`config.mk`:
```
export PLATFORM = sky130hd
export DESIGN_NAME = mac_accum
export DESIGN_NICKNAME = d
export VERILOG_FILES = /design/src/rtl/mac_accum.sv
export SDC_FILE = /design/constraint.sdc
export NUM_CORES = 1
export LEC_CHECK = 0
export ABC_CLOCK_PERIOD_IN_PS = 2900
export CORE_AREA = 2 2 80 120
export CTS_CLUSTER_SIZE = 8
export DETAILED_ROUTE_END_ITERATION = 10
export DIE_AREA = 0 0 82 122
export GPL_TIMING_DRIVEN = 0
export PLACE_DENSITY_LB_ADDON = 0.15
export SLEW_MARGIN = 5
export SYNTH_ARGS = -nofsm -noshare
export SYNTH_HDL_FRONTEND = slang
export SYNTH_SLANG_ARGS = --single-unit
```
`constraint.sdc`:
```
create_clock -name clk -period 2.9 [get_ports clk]
set_clock_uncertainty 0.2 [all_clocks]
set_input_delay 0.29 -clock clk [delete_from_list [all_inputs] [get_ports clk]]
set_output_delay 0.29 -clock clk [all_outputs]
set_load 0.05 [all_outputs]
```
`src/rtl/mac_accum.sv`:
```
// ---------------------------------------------------------------------------
// mac_accum
//
// Signed fixed-point multiply-accumulate back end for the EKF matrix
// datapath. Sums a programmed number of full-width signed products from the
// pipelined mul stage, then rounds (half toward +inf), rescales by
// FRAC_SHIFT and saturates the sum to an OUT_WIDTH signed result. The result
// is held on a valid/ready port until the matrix-update sequencer takes it.
//
// Ports
//   clk        in   single clock, rising edge
//   n_rst      in   asynchronous active-low reset
//   start      in   begin a new accumulation (sampled only in IDLE)
//   len        in   number of products to sum (sampled with start)
//   in_valid   in   in_prod is valid this cycle
//   in_prod    in   signed two's-complement product, P_WIDTH bits
//   in_ready   out  high in ACC only; product consumed on in_valid&&in_ready
//   out_valid  out  result available (HOLD)
//   out_ready  in   consumer accepts the result
//   out_data   out  rounded, saturated signed result
//   out_sat    out  saturation occurred for out_data
//   busy       out  FSM is not IDLE
// ---------------------------------------------------------------------------
module mac_accum #(
    parameter int P_WIDTH    = 31,
    parameter int ACC_GUARD  = 4,
    parameter int FRAC_SHIFT = 14,
    parameter int OUT_WIDTH  = 16,
    parameter int LEN_WIDTH  = 4
) (
    input  logic                 clk,
    input  logic                 n_rst,
    input  logic                 start,
    input  logic [LEN_WIDTH-1:0] len,
    input  logic                 in_valid,
    input  logic [P_WIDTH-1:0]   in_prod,
    output logic                 in_ready,
    output logic                 out_valid,
    input  logic                 out_ready,
    output logic [OUT_WIDTH-1:0] out_data,
    output logic                 out_sat,
    output logic                 busy
);

    localparam int ACC_W = P_WIDTH + ACC_GUARD;

    // Half an output LSB, added before the arithmetic shift so that the
    // truncation rounds half toward +infinity.
    localparam logic [ACC_W:0] ROUND_BIAS = {{ACC_W{1'b0}}, 1'b1} << (FRAC_SHIFT - 1);

    localparam logic [OUT_WIDTH-1:0] OUT_MAX = {1'b0, {(OUT_WIDTH-1){1'b1}}};
    localparam logic [OUT_WIDTH-1:0] OUT_MIN = {1'b1, {(OUT_WIDTH-1){1'b0}}};

    typedef enum logic [1:0] {
        IDLE  = 2'd0,
        ACC   = 2'd1,
        ROUND = 2'd2,
        HOLD  = 2'd3
    } state_t;

    state_t                 state, state_next;
    logic [ACC_W-1:0]       acc, acc_next;
    logic [LEN_WIDTH-1:0]   cnt, cnt_next;
    logic [OUT_WIDTH-1:0]   data_next;
    logic                   sat_next;

    logic [ACC_W-1:0]       prod_ext;
    logic [ACC_W:0]         acc_wide;
    logic signed [ACC_W:0]  acc_shift;
    logic [ACC_W-OUT_WIDTH+1:0] upper;
    logic                   fits;
    logic                   pos_sat;
    logic                   neg_sat;

    // Sign-extend the product into the guard bits of the accumulator.
    assign prod_ext = {{ACC_GUARD{in_prod[P_WIDTH-1]}}, in_prod};

    // Rounding path: one extra MSB on the biased sum keeps the bias addition
    // from wrapping when the accumulator sits near its positive limit. The
    // result fits the output format only when every bit from the output sign
    // bit upwards agrees.
    assign acc_wide  = {acc[ACC_W-1], acc} + ROUND_BIAS;
    assign acc_shift = $signed(acc_wide) >>> FRAC_SHIFT;
    assign upper     = acc_shift[ACC_W:OUT_WIDTH-1];
    assign fits      = (&upper) | ~(|upper);
    assign pos_sat   = ~fits & ~acc_shift[ACC_W];
    assign neg_sat   = ~fits &  acc_shift[ACC_W];

    // Handshake flags are pure decodes of the registered state.
    assign in_ready  = (state == ACC);
    assign out_valid = (state == HOLD);
    assign busy      = (state != IDLE);

    // State and datapath registers; reset discards any partial sum.
    always_ff @(posedge clk or negedge n_rst) begin
        if (!n_rst) begin
            state    <= IDLE;
            acc      <= '0;
            cnt      <= '0;
            out_data <= '0;
            out_sat  <= 1'b0;
        end else begin
            state    <= state_next;
            acc      <= acc_next;
            cnt      <= cnt_next;
            out_data <= data_next;
            out_sat  <= sat_next;
        end
    end

    // Next-state and datapath update. Anything not named in a branch holds,
    // so idle ACC cycles and a stalled HOLD keep all values stable.
    always_comb begin
        state_next = state;
        acc_next   = acc;
        cnt_next   = cnt;
        data_next  = out_data;
        sat_next   = out_sat;

        case (state)
            IDLE: begin
                if (start) begin
                    if (len != '0) begin
                        acc_next   = '0;
                        cnt_next   = len;
                        state_next = ACC;
                    end else begin
                        data_next  = '0;
                        sat_next   = 1'b0;
                        state_next = HOLD;
                    end
                end
            end

            ACC: begin
                if (in_valid) begin
                    acc_next = acc + prod_ext;
                    cnt_next = cnt - 1'b1;
                    if (cnt == {{(LEN_WIDTH-1){1'b0}}, 1'b1}) begin
                        state_next = ROUND;
                    end
                end
            end

            ROUND: begin
                if (pos_sat) begin
                    data_next = OUT_MAX;
                    sat_next  = 1'b1;
                end else if (neg_sat) begin
                    data_next = OUT_MIN;
                    sat_next  = 1'b1;
                end else begin
                    data_next = acc_shift[OUT_WIDTH-1:0];
                    sat_next  = 1'b0;
                end
                state_next = HOLD;
            end

            HOLD: begin
                if (out_ready) begin
                    state_next = IDLE;
                end
            end

            default: begin
                state_next = IDLE;
            end
        endcase
    end

endmodule

```
==> qor.txt, run 1 <==
CP cell instances: ha_4 > a211o_1 > a21oi_4 > o311ai_4 > o31a_1 > a211o_1 > a21oi_4 > o21a_4 > o21ai_2 > xor2_1 > a22o_1
Worst R2R Setup Slack: -0.12 ns
ANT nets after route: 0
Crit path to: acc[33]
Worst r2r src: acc[1]
Clock tree from TritonCTS: done
R2R Path End: acc[33]
Failing checks: negative setup slack
Critical path startpoint: acc[1]
Most frequent cells in the layout: 57 x dfrtp_1, 57 x clkdlybuf4s50_1, 43 x nand2_1
Worst Hold Slack: 0.284 ns
Status: finished with violations
Max Root-Sink Buffers: 2
Req. time, crit path: 2.91 ns
Largest net degree at the start of global routing: 31
RSZ-0062 raised after global routing: yes
CP max stage delay: 0.41 ns
Final hold viol count: 0
Design Area, Final: 5790 sq um
Gpl congestion: 0.908
Slew of the pin with the lowest slew margin: 0.677 ns
Chip width: 82 microns
DR vias/cell: 5.78
Synth area leader: dfrtp_1
Core ar.: 9040 sq um
Mapped Area: 4390 sq um
Synth top area share: 0.330
Hold WC Path Type: register to register
Worst setup EP type: register
DP HPWL: 8500 microns
Yosys cell types: 54
Grt total ovfl: 0
Cell family with most CP delay: compound AO/OA/AOI/OAI gates
Top_reg_cell synth: dfrtp_1
DRT Pass-1 Iters: 4
Max-cap violations: 0
Nets@finish: 668
Startpoint types: register
Initial DRC count: 181
TritonCTS Buffers: 9
# IOs: 60
Tmin final: 3.02 ns
Setup CP Type: register to register
Vias in the first global route: 4,009
Syn Nets: 580
Cell row count: 43
Slew Limit Fails: 0
Worst R2R Path Depth: 11
Final period util: 1.04
CTS Root Cell: clkbuf_16
Clk_lat worst skew: 0.32 ns
Ys Warns: 0
CP max-delay cell: dfrtp_1
Placed Area: 5140 sq um
Die ar.: 10,000 sq um
Ys async rst share: 1.00
Number of fill cells: 782
Seq/Total Area, Yosys: 0.330
Top post-synthesis cells by area: dfrtp_1 33%, ha_1 12%, a22o_1 6.0%, xnor2_1 5.8%, a21oi_1 4.4%
CTS H-tree lvls: 3
Vias: 4,059
First-pass GRT wire length: 18,200 microns
DRC Markers: 0
Crit path DAT: 3.02 ns
Syn-to-layout area delta: 31.7%
Peak supply drop: 0.621 mV
Initial antenna violation count: 0
Wire per inst: 16.3 microns
Buffers & Inverters on Critical Path: 0
Top achievable clock speed: 332 MHz
Die Y: 122 microns
Mean Syn Cell Area: 8.84 sq um
Starting density of the core: 0.486
Cells after Synth: 497
Pwr/cell area: 1040 nW/um^2
Layout cells sized above 1: 0.134
Wirelength, routed: 11,400 microns
Slew HR: 0.549
Crit path depth: 11
Count of final setup violators: 9
FF+latch count, synth: 58
CTS Sinks: 58
Final worst-path setup slack: -0.115 ns
Clock transition at path regs: 0.05 ns
Number of flops mapped to enable cells by yosys: 0
PortBufs: 59
LEAKAGE: 2.65 nW
Critical Path Fanout Max: 3
Sum Neg Setup Slack: -0.628 ns
Gr usage total: 0.235
Antenna cells: 0
how the worst min path moves through the flow:
stage	endpoint	cells past startpoint	slack, ns	start
finish	out_data[15]	2	0.28	out_data[15]
global route	out_data[11]	2	0.32	out_data[11]
CTS	acc[2]	2	0.29	acc[2]
detailed placement	acc[8]	1	0.17	n_rst
global placement	out_data[2]	2	0.27	out_data[2]
floorplan	acc[0]	0	-0.21	n_rst
layer usage:
metal  wire length, microns  global-route usage  vias up
li1                       -                   -     2010
met1                   4700               0.261     1949
met2                   6140               0.442       84
met3                    364              0.0333       16
met4                    231              0.0771        0
met5                      0                   0        -
final cells by class:
type                    count  area (sq um)  area share
well taps                 112           140      0.0242
plain buffers              13          53.8     0.00930
flip-flops and latches     58          1450       0.251
inverters                  19          71.3      0.0123
clock buffers              13           250      0.0433
multi-input cells         407          3060       0.529
clock inverters             3          15.0     0.00260
repair buffers             77           742       0.128
metrics by stage:
step / utilization / instances / setup WS, ns / power [W]
floorplan: - / 497 / -0.00883 / 0.00382
global placement: 0.567 / 668 / -1.00 / 0.00466
detailed placement: 0.568 / 669 / -1.03 / 0.00474
CTS: 0.618 / 698 / -0.199 / 0.00585
global route: 0.640 / 702 / -0.213 / 0.00644
finish: 0.640 / 702 / -0.115 / 0.00600
logic make-up after synthesis:
logic type,after synthesis,synth area share
buffers and inverters,32,0.0279
adders and majority gates,43,0.124
AOI/OAI and AO/OA,174,0.266
DFF,58,0.330
and+or+nand+nor,142,0.155
xor gates and xnor gates,46,0.0917
muxes,2,0.00456
flip-flops by register name, indices dropped and copies added, names as in the netlist:
| signal | flops |
|---|---|
| state | 2 |
| acc | 35 |
| out_data | 16 |
| cnt | 4 |
| out_sat | 1 |
power by group:
group | leakage, nW | internal, W | switching (W) | total [W]
sequential | 0.767 | 0.00112 | 0.000313 | 0.00143
clock | 0.133 | 0.000596 | 0.000344 | 0.000940
combinational | 1.75 | 0.00149 | 0.00213 | 0.00363
repair_timing:
action,in CTS,in global routing
endpoints found under the setup margin,30,27
buffers inserted,12,5
hold buffers,1,0
pin swaps,20,36
gates resized for setup,22,32
hold endpoints to repair,29,0
worst register-to-register path, stage by stage (launching register included):
cell,delay (ns)
dfrtp_1,0.41
ha_4,0.25
a211o_1,0.34
a21oi_4,0.19
o311ai_4,0.13
o31a_1,0.29
a211o_1,0.32
a21oi_4,0.21
o21a_4,0.17
o21ai_2,0.06
xor2_1,0.14
a22o_1,0.19
synth_stat cells, drive strengths merged (3+ instances only):
| cell | count |
|---|---|
| a211oi | 3 |
| a21o | 15 |
| a21oi | 41 |
| a22o | 30 |
| a31oi | 4 |
| and3 | 9 |
| clkbuf | 11 |
| dfrtp | 58 |
| ha | 42 |
| inv | 19 |
| nand2 | 44 |
| nand2b | 6 |
| nand3 | 19 |
| nand4 | 10 |
| nor2 | 31 |
| nor2b | 5 |
| nor3 | 8 |
| nor4 | 3 |
| o21a | 7 |
| o21ai | 46 |
| o21bai | 8 |
| xnor2 | 29 |
| xor2 | 17 |
(Power assumes the default switching activity.)
==> run 2, diff against run 1 <==
Settings changed: CORE_AREA 2 2 80 120 to 3 3 81 121, DIE_AREA 0 0 82 122 to 0 0 84 124, SLEW_MARGIN 5 to not set.
==> run 2 against run 1 <==
  * The flow still finishes with violations (negative setup slack)
  * Flip-flop and latch count unchanged
  * Final area increased by 1.0%
  * Sequential share of layout area decreased by 0.25 points
  * Utilization increased by 1.8 points
  * Critical path type is now primary input to register
  * Highest routed layer unchanged
==> qor.txt, run 2 (synthesis results as in run 1) <==
Status: finished with violations
Failing checks: negative setup slack
Critical Path Fanout Max: 6 (+3)
WHS Endpoint: acc[0]
Slew HR: 0.556 (+0.00739)
Net Switching: 0.00279 W (+0.15%)
DRC Markers: 0 (unchanged)
Grt total ovfl: 0 (unchanged)
Clock transition at path regs: 0.05 ns (about the same)
Pwr Total: 0.00612 W (+1.9%)
DP HPWL: 8470 microns (-0.34%)
Most frequent cells in the layout: 57 x dfrtp_1, 56 x clkdlybuf4s50_1, 43 x nand2_1
DR vias/cell: 5.78 (about the same)
R2R Path End: acc[20]
Layout cells sized above 1: 0.143 (+0.00896)
CP max-delay cell: clkdlybuf4s50_1
Wirelength, routed: 11,400 microns (-0.41%)
Largest register FFs: 35 (unchanged)
Seq pwr share: 0.236 (-0.003)
Worst R2R Path Depth: 11 (unchanged)
Crit path depth: 12 (+1)
Cell row count: 42 (-2.3%)
Hold Startpoint: in_prod[0]
Setup CP Type: primary input to register
CP max stage delay: 0.46 ns (+0.05 ns)
Max Root-Sink Buffers: 2 (unchanged)
Count of final setup violators: 10 (+1)
Internal power component: 0.00332 W (+3.5%)
Combinational power share: 0.596 (-0.008)
Slew Limit Fails: 0 (unchanged)
PortBufs: 59 (unchanged)
Die Y: 124 microns (+1.6%)
Max-cap violations: 0 (unchanged)
CTS Root Cell: clkbuf_16
Top reg by flops: acc
Core ar.: 8880 sq um (-1.7%)
DRT Pass-1 Iters: 4 (unchanged)
Vias in the first global route: 4,158 (+3.7%)
Wire per inst: 16.1 microns (-0.83%)
Clock power frac: 0.169 (+0.012)
TritonCTS Buffers: 9 (unchanged)
Chip width: 84 microns (+2.4%)
Startpoint types: primary input
Clock tree from TritonCTS: done
LEAKAGE: 2.67 nW (+1.0%)
Gr usage total: 0.223 (-0.0117)
Biggest regs: acc x35, out_data x16, cnt x4
First-pass GRT wire length: 18,700 microns (+2.5%)
Tmin final: 3.00 ns (-0.0185 ns)
Final hold viol count: 0 (unchanged)
CTS Sinks: 58 (unchanged)
Final period util: 1.03 (-0.00639)
Initial antenna violation count: 0 (unchanged)
Pre-CTS WS: -0.984 ns (+0.0483 ns)
Clk_lat worst skew: 0.33 ns (about the same)
Antenna cells: 0 (unchanged)
Gpl congestion: 0.895 (-1.5%)
Cell family with most CP delay: compound AO/OA/AOI/OAI gates
Worst r2r src: acc[0]
Final worst-path setup slack: -0.0966 ns (+0.0185 ns)
Nets@finish: 674 (+0.90%)
Worst setup EP type: register
CP cell instances: clkdlybuf4s50_1 > ha_2 > and3_1 > a31oi_2 > o311ai_2 > o31a_1 > a211o_1 > a21oi_4 > o21a_4 > o21ai_2 > xor2_1 > a22o_1
Hold WC Path Type: primary input to register
Die ar.: 10,400 sq um (+4.1%)
RSZ-0062 raised after global routing: yes
Crit path DAT: 3.01 ns (about the same)
Syn-to-layout area delta: 33.1%
# IOs: 60 (unchanged)
Top achievable clock speed: 334 MHz (+0.62%)
Largest net degree at the start of global routing: 34 (+9.7%)
Vias: 4,077 (+0.44%)
CTS H-tree lvls: 3 (unchanged)
Peak supply drop: 0.608 mV (-2.2%)
Slew of the pin with the lowest slew margin: 0.663 ns (-0.0140 ns)
Buffers & Inverters on Critical Path: 1 (+1)
Sw frac: 0.457 (-0.00810)
Most common cell after layout, fill and taps aside: dfrtp_1
Worst R2R Setup Slack: -0.09 ns (+0.03 ns)
Req. time, crit path: 2.91 ns (about the same)
Pwr/cell area: 1050 nW/um^2 (+0.90%)
Hold Path Stages: 3 (+1)
Initial DRC count: 146 (-19%)
Starting density of the core: 0.495 (+0.00863)
Number of fill cells: 742 (-5.1%)
ANT nets after route: 0 (unchanged)
[run 2: cell count changes in the layout (fill, tap and decap cells not counted), sizes merged]
cell           change
buf                +6
bufinv             +1
clkbuf             -1
clkdlybuf4s50      -1
clkinv             -1
dlymetal6s2s       +1
[run 2: per-layer routing]
metal  wire [microns]  vias up  track usage  part of all wire
met5                0        -            0                 0
met4              295        0        0.108             0.026
met3              350       20       0.0397             0.031
met2             6120       82        0.419              0.54
met1             4620     1952        0.241              0.41
li1                 -     2023            -                 -
[run 2: power by group through the flow]
stage | logic (W) | clock network, W | registers (W)
CTS | 0.00348 | 0.00104 | 0.00143
floorplan | 0.00208 | 0 | 0.00173
global route | 0.00399 | 0.00108 | 0.00149
detailed placement | 0.00329 | 0 | 0.00144
finish | 0.00364 | 0.00103 | 0.00144
global placement | 0.00324 | 0 | 0.00142
[run 2: final cells by class]
cell class / instances / area [sq um] / area share
inverters: 19 / 71.3 / 0.0122
flip-flops and latches: 58 / 1450 / 0.249
clock buffers: 12 / 246 / 0.0422
repair buffers: 83 / 805 / 0.138
well taps: 110 / 138 / 0.0235
plain buffers: 13 / 53.8 / 0.00921
clock inverters: 3 / 40.0 / 0.00685
multi-input cells: 407 / 3040 / 0.520
[run 2: timing repair]
| action | CTS | global route |
|---|---|---|
| gates resized for setup | 21 | 36 |
| setup endpoints to repair | 28 | 26 |
| hold endpoints to repair | 25 | 0 |
| setup buffers | 15 | 7 |
| hold buffers | 1 | 0 |
| pin swaps | 22 | 32 |
[run 2: how the worst max path moves through the flow]
stage	endpoint	from
floorplan	acc[33]	acc[1]
global placement	acc[32]	in_prod[0]
detailed placement	acc[32]	in_prod[0]
CTS	acc[25]	acc[1]
global route	acc[34]	acc[0]
finish	acc[33]	in_prod[6]
[run 2: metrics by stage]
stage / instance area [sq um] / utilization / TNS (ns) / std cells / hold WS [ns]
finish: 5840 / 0.658 / -0.592 / 705 / 0.166
floorplan: 4390 / - / -0.00883 / 497 / -0.206
global route: 5840 / 0.658 / -1.83 / 705 / 0.180
global placement: 5120 / 0.577 / -40.44 / 666 / 0.274
detailed placement: 5130 / 0.578 / -12.85 / 667 / 0.123
CTS: 5620 / 0.633 / -1.44 / 698 / 0.302
[run 2: worst min-delay path, cell delays in order]
cell and delay (ns):
dlymetal6s2s_1 0.12, ha_4 0.13, a22o_1 0.12
